<file path="config.mk">
export PLATFORM = sky130hd
export DESIGN_NAME = pipelined_approx_adder
export DESIGN_NICKNAME = d
export VERILOG_FILES = /design/src/rtl/pipelined_approx_adder.sv
export SDC_FILE = /design/constraint.sdc
export NUM_CORES = 1
export LEC_CHECK = 0
export ABC_AREA = 1
export CORE_MARGIN = 5
export CORE_UTILIZATION = 40
export CTS_BUF_LIST = sky130_fd_sc_hd__clkbuf_4 sky130_fd_sc_hd__clkbuf_8
export DETAILED_ROUTE_END_ITERATION = 6
export GPL_TIMING_DRIVEN = 0
export PLACE_DENSITY_LB_ADDON = 0.1
export SYNTH_ARGS = -nofsm -noshare
export SYNTH_HDL_FRONTEND = slang
export SYNTH_SLANG_ARGS = --single-unit
</file>
<file path="constraint.sdc">
create_clock -name clk -period 5.95 [get_ports clk]
set_input_delay 1.19 -clock clk [delete_from_list [all_inputs] [get_ports clk]]
set_output_delay 1.19 -clock clk [all_outputs]
set_load 0.02 [all_outputs]
</file>
<file path="src/rtl/pipelined_approx_adder.sv">
// Pipelined approximate ripple-carry adder with valid/ready handshake.
// Define PIPELINED_APPROX_ADDER_ERR_CNT_EN to add the exact-shadow error counter.
module pipelined_approx_adder #(
    parameter int N          = 16,
    parameter int STAGES     = 2,
    parameter int APPROX_LSB = 4
) (
    input  logic         clk,
    input  logic         rst_n,
    input  logic         in_valid,
    output logic         in_ready,
    input  logic [N-1:0] a,
    input  logic [N-1:0] b,
    input  logic         cin,
    input  logic         exact_mode,
    output logic         out_valid,
    input  logic         out_ready,
    output logic [N-1:0] sum,
    output logic         cout
`ifdef PIPELINED_APPROX_ADDER_ERR_CNT_EN
    ,
    input  logic         clr_err,
    output logic [15:0]  err_count
`endif
);

    localparam int W = N / STAGES;

    // Carry is always the exact majority; approximate cells only bend the sum bit.
    function automatic logic [W:0] add_slice(
        input logic [W-1:0] x,
        input logic [W-1:0] y,
        input logic         ci,
        input logic         ex,
        input int           base
    );
        logic [W-1:0] s;
        logic         c;
        logic         co;
        s  = '0;
        c  = ci;
        co = 1'b0;
        for (int i = 0; i < W; i++) begin
            co = (x[i] & y[i]) | (x[i] & c) | (y[i] & c);
            if (!ex && (base + i) < APPROX_LSB) begin
                s[i] = ~co;
            end else begin
                s[i] = x[i] ^ y[i] ^ c;
            end
            c = co;
        end
        return {c, s};
    endfunction

    for (genvar s = 0; s < STAGES; s++) begin : g_stg
        // Operand bits that later stages still have to add.
        localparam int RW = N - (s + 1) * W;

        logic [RW+W-1:0]    ua;
        logic [RW+W-1:0]    ub;
        logic               ci;
        logic               ex;
        logic               vin;
        logic               nxt;
        logic               adv;
        logic [W:0]         res;
        logic [(s+1)*W-1:0] s_d;
        logic               v_q;
        logic               c_q;
        logic [(s+1)*W-1:0] s_q;

        if (s == 0) begin : g_src
            assign ua  = a;
            assign ub  = b;
            assign ci  = cin;
            assign ex  = exact_mode;
            assign vin = in_valid;
            assign s_d = res[W-1:0];
        end else begin : g_src
            assign ua  = g_stg[s-1].g_fwd.a_q;
            assign ub  = g_stg[s-1].g_fwd.b_q;
            assign ci  = g_stg[s-1].c_q;
            assign ex  = g_stg[s-1].g_fwd.m_q;
            assign vin = g_stg[s-1].v_q;
            assign s_d = {res[W-1:0], g_stg[s-1].s_q};
        end

        if (s == STAGES - 1) begin : g_nxt
            assign nxt = out_ready;
        end else begin : g_nxt
            assign nxt = g_stg[s+1].adv;
        end

        assign adv = ~v_q | nxt;
        assign res = add_slice(ua[W-1:0], ub[W-1:0], ci, ex, s * W);

        always_ff @(posedge clk or negedge rst_n) begin
            if (!rst_n) begin
                v_q <= 1'b0;
                c_q <= 1'b0;
                s_q <= '0;
            end else if (adv) begin
                v_q <= vin;
                if (vin) begin
                    c_q <= res[W];
                    s_q <= s_d;
                end
            end
        end

        if (s < STAGES - 1) begin : g_fwd
            logic [RW-1:0] a_q;
            logic [RW-1:0] b_q;
            logic          m_q;

            always_ff @(posedge clk or negedge rst_n) begin
                if (!rst_n) begin
                    a_q <= '0;
                    b_q <= '0;
                    m_q <= 1'b0;
                end else if (adv && vin) begin
                    a_q <= ua[RW+W-1:W];
                    b_q <= ub[RW+W-1:W];
                    m_q <= ex;
                end
            end
        end

`ifdef PIPELINED_APPROX_ADDER_ERR_CNT_EN
        logic [N:0] x_d;
        logic [N:0] x_q;

        if (s == 0) begin : g_xs
            assign x_d = {1'b0, a} + {1'b0, b} + {{N{1'b0}}, cin};
        end else begin : g_xs
            assign x_d = g_stg[s-1].x_q;
        end

        always_ff @(posedge clk or negedge rst_n) begin
            if (!rst_n) begin
                x_q <= '0;
            end else if (adv && vin) begin
                x_q <= x_d;
            end
        end
`endif
    end

    assign in_ready  = g_stg[0].adv;
    assign out_valid = g_stg[STAGES-1].v_q;
    assign sum       = g_stg[STAGES-1].s_q;
    assign cout      = g_stg[STAGES-1].c_q;

`ifdef PIPELINED_APPROX_ADDER_ERR_CNT_EN
    logic [N:0] exact_res;
    logic       miss;

    assign exact_res = g_stg[STAGES-1].x_q;
    assign miss      = out_valid & out_ready & ({cout, sum} != exact_res);

    always_ff @(posedge clk or negedge rst_n) begin
        if (!rst_n) begin
            err_count <= '0;
        end else if (clr_err) begin
            err_count <= '0;
        end else if (miss && err_count != 16'hFFFF) begin
            err_count <= err_count + 16'd1;
        end
    end
`endif

endmodule

</file>
======== Word-level counts from Yosys, hierarchy flattened ========
Cells that the tools add are included.
storage, ports and cells
  output and inout port bits .............. 19
  input port bits ......................... 38
  logic and storage cells ................. 135
  flip-flop bits (word level) ............. 44
operators by class
  bitwise operators ....................... 120
  muxes and demuxes ....................... 4
  reductions and logical operators ........ 3
operators by type and width
  operator             count
  1-bit AND            48
  1-bit OR             34
  1-bit bitwise XOR    32
  1-bit inverter       6
  1-bit 2-to-1 mux     4
  2-bit AND reduction  2
  1-bit logical AND    1

======== Depth between registers and ports, before layout ========
  depth after elaboration ................. 24
  gate-level depth with buffers ........... 13
  gate-level depth less buffers ........... 13

======== Worst setup path before layout ========
No wires, ideal clock.
  path type ............................... in2reg
  from .................................... in a[0]
  to ...................................... reg g_stg[0].s_q[7]
  slack ................................... 1.456 ns
  library setup time ...................... 0.065 ns
  buffers on the path ..................... 0
  arrival ................................. 4.429 ns
  cell stages on the path ................. 13
  required time ........................... 5.885 ns
  path through ............................ inv_1 fa_1 inv_1 fa_1 fa_1 fa_1 fa_1 fa_1 fa_1 inv_1 fa_1 nand3b_1 nand2_1
on the way
  cells in the longest elaborated chain, start to end .. 22
  elaborated cells between the ends (all ways) .. 29
  classes of those cells .................. bitwise (29)
ends and longest elaborated chain
  element                  line  source
  from (decl)              12    input logic [N-1:0] a,
  1-bit AND                44    co = (x[i] & y[i]) | (x[i] & c) | (y[i] & c);
  1-bit OR * (2 in a row)  44
  1-bit AND                44
  1-bit OR                 44
  1-bit OR *               44
  1-bit AND                44
  1-bit OR                 44
  1-bit OR *               44
  [5 not listed]           --
  1-bit OR *               44
  1-bit AND                44
  1-bit OR                 44
  1-bit OR *               44
  1-bit AND                44
  1-bit OR                 44
  1-bit OR *               44
  1-bit bitwise XOR *      48    s[i] = x[i] ^ y[i] ^ c;
  to (signal assigned)     101   s_q <= '0;
  to (signal assigned)     106   s_q <= s_d;
  to (decl)                70    logic [(s+1)*W-1:0] s_q;
Every way passes the cells marked *; elsewhere a longest branch is shown, timed or not.
A chain may end at the register's enable or synchronous reset.

======== Worst setup path after layout ========
  from .................................... in b[0]
  to ...................................... reg g_stg[0].s_q[7]
on the way
  cells in the longest elaborated chain, start to end .. 22
  elaborated cells between the ends (all ways) .. 29
  classes of those cells .................. bitwise (29)
ends and longest elaborated chain
  element              line  source
  from (decl)          13    input logic [N-1:0] b,
  1-bit AND            44
  1-bit OR             44
  1-bit OR *           44
  1-bit AND            44
  1-bit OR             44
  1-bit OR *           44
  1-bit AND            44
  1-bit OR             44
  [6 not listed]       --
  1-bit OR *           44
  1-bit AND            44
  1-bit OR             44
  1-bit OR *           44
  1-bit AND            44
  1-bit OR             44
  1-bit OR *           44
  1-bit bitwise XOR *  48
Marked as above.

==> results.txt <==
status = finished clean
fmax = 209 MHz
prevailing post-synth register cell = dfrtp_1
Cell Area, Synth = 0.00216 mm²
Post-Syn Area per Cell = 9.53 µm²
Initial Util = 41.8%
Max Transition Viols Final = 0
post-DP HPWL = 3.47 mm
most frequent CP cell = fa_1
wire per inst = 12.2 µm
R2R cell count = 12
GRT Resource Usage Total = 13.6%
area grow syn2layout = 34.6%
CP peak stage delay = 0.42 ns
top cells by area, synth = dfrtp_1 51%, nand2_1 16%, fa_1 15%
part of the cycle the worst path needs = 80.6%
Skew-Pair Late Insertion Delay = 0.29 ns
CTS HTree Levels = 2
CTS tree = done
WHS = 0.471 ns
detailed router's first-iteration violation count = 55
Slew Limit Headroom = 67.3%
Worst path depth = 14
Buffers & Inverters on Critical Path = 4
clock tree sinks = 44
CP cell instances = clkdlybuf4s50_1 > inv_1 > fa_1 > inv_1 > fa_1 > fa_1 > fa_1 > fa_1 > fa_1 > fa_1 > inv_1 > fa_1 > nand3b_1 > nand2_1
flop-to-flop setup slack = 2.19 ns
via count = 1,612
cts repair resizes = 0
slew at the pin closest to its max-slew limit = 0.490 ns
area of the core = 0.00517 mm²
Yosys Warn Count = 0
CP max FO = 2
TritonCTS buffer count = 5
Final Hold Fails = 0
clk buf depth = 2
worst endpoint required time = 6.18 ns
multi-input logic area = 923 µm²
# IOs = 57
worst flop-to-flop path startpoint = g_stg[0].c_q$_DFFE_PN0P_
Final nets = 344
grt ovf = 0
top-area cell type share of the netlist area = 50.9%
setup tns final = 0 ns
crit path launch = b[0]
Mapped Nets = 281
CTS Hold Bufs = 0
Reg-to-Reg End = sum[15]$_DFFE_PN0P_
Async SR Flop Fraction = 100%
cell row count = 26
Worst setup EP type = flop
Die W = 83.5 µm
ant diodes = 0
antenna violation net count after detailed routing = 0
gpl congestion = 0.795
post-synth cell types = 14
Buffers on Ports = 55
pwr dens = 339 mW/mm²
CTS root buffer = clkbuf_8
area leader, netlist = dfrtp_1
Period minus WS final = 4.79 ns
Yosys reg bits = 44
layout cells sized above 1 = 7.59%
initial antenna violation count = 0
TritonRoute pass-1 iters = 4
# fillers = 484
Pwr Total = 0.988 mW
crit path launch type = input port
Gate Count Post-Synth = 227
storage element area = 0.00110 mm²
most numerous cell in the Yosys netlist = nand2_1
top cell family by delay on the critical path = adder cells
Leak = 1.45 nW
skew final = 0.00354 ns
clk slew on worst S/H paths = 0.08 ns
Worst Hold Class = flop to flop
Setup crit end = g_stg[0].s_q[7]$_DFFE_PN0P_
Worst path slowest cell = fa_1
VDD IR max = 0.143 mV
final setup violation count = 0
routed wire length = 4.38 mm
EDFF count, synth = 0
Seq/Total Area, Yosys = 50.9%
global-route wire length before repair = 7.72 mm
critical setup path kind = input port to flop
Post-synth top cells = 90 x nand2_1, 44 x dfrtp_1, 37 x nand3_1
Die Ht = 83.5 µm
Avg Vias per Cell = 4.48
number of max-cap violations = 0
vias in the first global route = 1,706
arrival time worst endpoint = 5.02 ns
Post-CTS Setup Repair Bufs = 0
largest net degree at the start of global routing = 31
Die Area = 0.00698 mm²
RSZ-0062 raised after global routing = no
# DRC = 0
==> layout by cell type, fill, tap and decap left out, drive strengths merged <==
cell           Yosys  routed
nand2             92      92
clkdlybuf4s50      0      54
dfrtp             44      44
nand3             38      38
inv               17      17
fa                16      16
buf               10      12
clkbuf             2       9
o21ai              6       6
nand3b             2       2
==> registers in the layout, indices dropped and copies added, names as in the netlist <==
signal	count
cout	1
g_stg.c_q	1
g_stg.g_fwd.a_q	8
g_stg.g_fwd.b_q	8
g_stg.s_q	8
g_stg.v_q	1
out_valid	1
sum	16
==> tightest hold or removal path: stages (launching register included) <==
cell     delay, ns
dfrtp_1       0.35
nand2_1       0.05
nand2_1       0.04
==> worst min path at each step <==
stage               cells after the start                  endpoint  slack [ns]                startpoint
CTS                                     2       sum[12]$_DFFE_PN0P_        0.48       sum[12]$_DFFE_PN0P_
global route                            2        sum[5]$_DFFE_PN0P_        0.50        sum[5]$_DFFE_PN0P_
finish                                  2       sum[12]$_DFFE_PN0P_        0.47       sum[12]$_DFFE_PN0P_
global placement                        2        sum[5]$_DFFE_PN0P_        0.45        sum[5]$_DFFE_PN0P_
detailed placement                      2       sum[12]$_DFFE_PN0P_        0.46       sum[12]$_DFFE_PN0P_
floorplan                               2  g_stg[0].c_q$_DFFE_PN0P_        0.44  g_stg[0].c_q$_DFFE_PN0P_
==> cells by family after synthesis <==
family	share of synthesized area, %
buf+inv	6.42
simple gates	26.5
flops	50.9
fa+ha+maj	14.8
compound gates	1.39
==> layer usage <==
layer	share of wire [%]	vias to the layer above	track usage, %	wire length, µm
met5	0	-	0	0
met4	0.82	0	4.39	36
met1	47	724	18.1	2050
met2	46	52	22.1	1990
li1	-	834	-	-
met3	6.7	2	3.26	294
==> power breakdown <==
group / internal, mW / leakage, nW / switching, mW
clock: 0.103 / 0.0503 / 0.0939
combinational: 0.177 / 0.854 / 0.190
sequential: 0.378 / 0.542 / 0.0468
total: 0.658 / 1.45 / 0.331
==> metrics by stage <==
step | setup slack, ns | util [%] | cells | area (µm²)
final | 1.16 | 56.3 | 360 | 2910
after global placement | 0.868 | 54.2 | 352 | 2800
after CTS | 1.16 | 56.3 | 360 | 2910
after floorplan | 1.46 | - | 227 | 2160
after global routing | 0.947 | 56.3 | 360 | 2910
after detailed placement | 0.846 | 54.5 | 353 | 2820
==> final cells by class <==
type	instances	share of cell area (%)
clock buffer	7	3.31
timing repair buffer	56	19.4
tap	70	3.01
inverter	17	2.19
buffer	12	2.58
multi-input combinational	154	31.7
sequential	44	37.8
(Power assumes the default switching activity.)
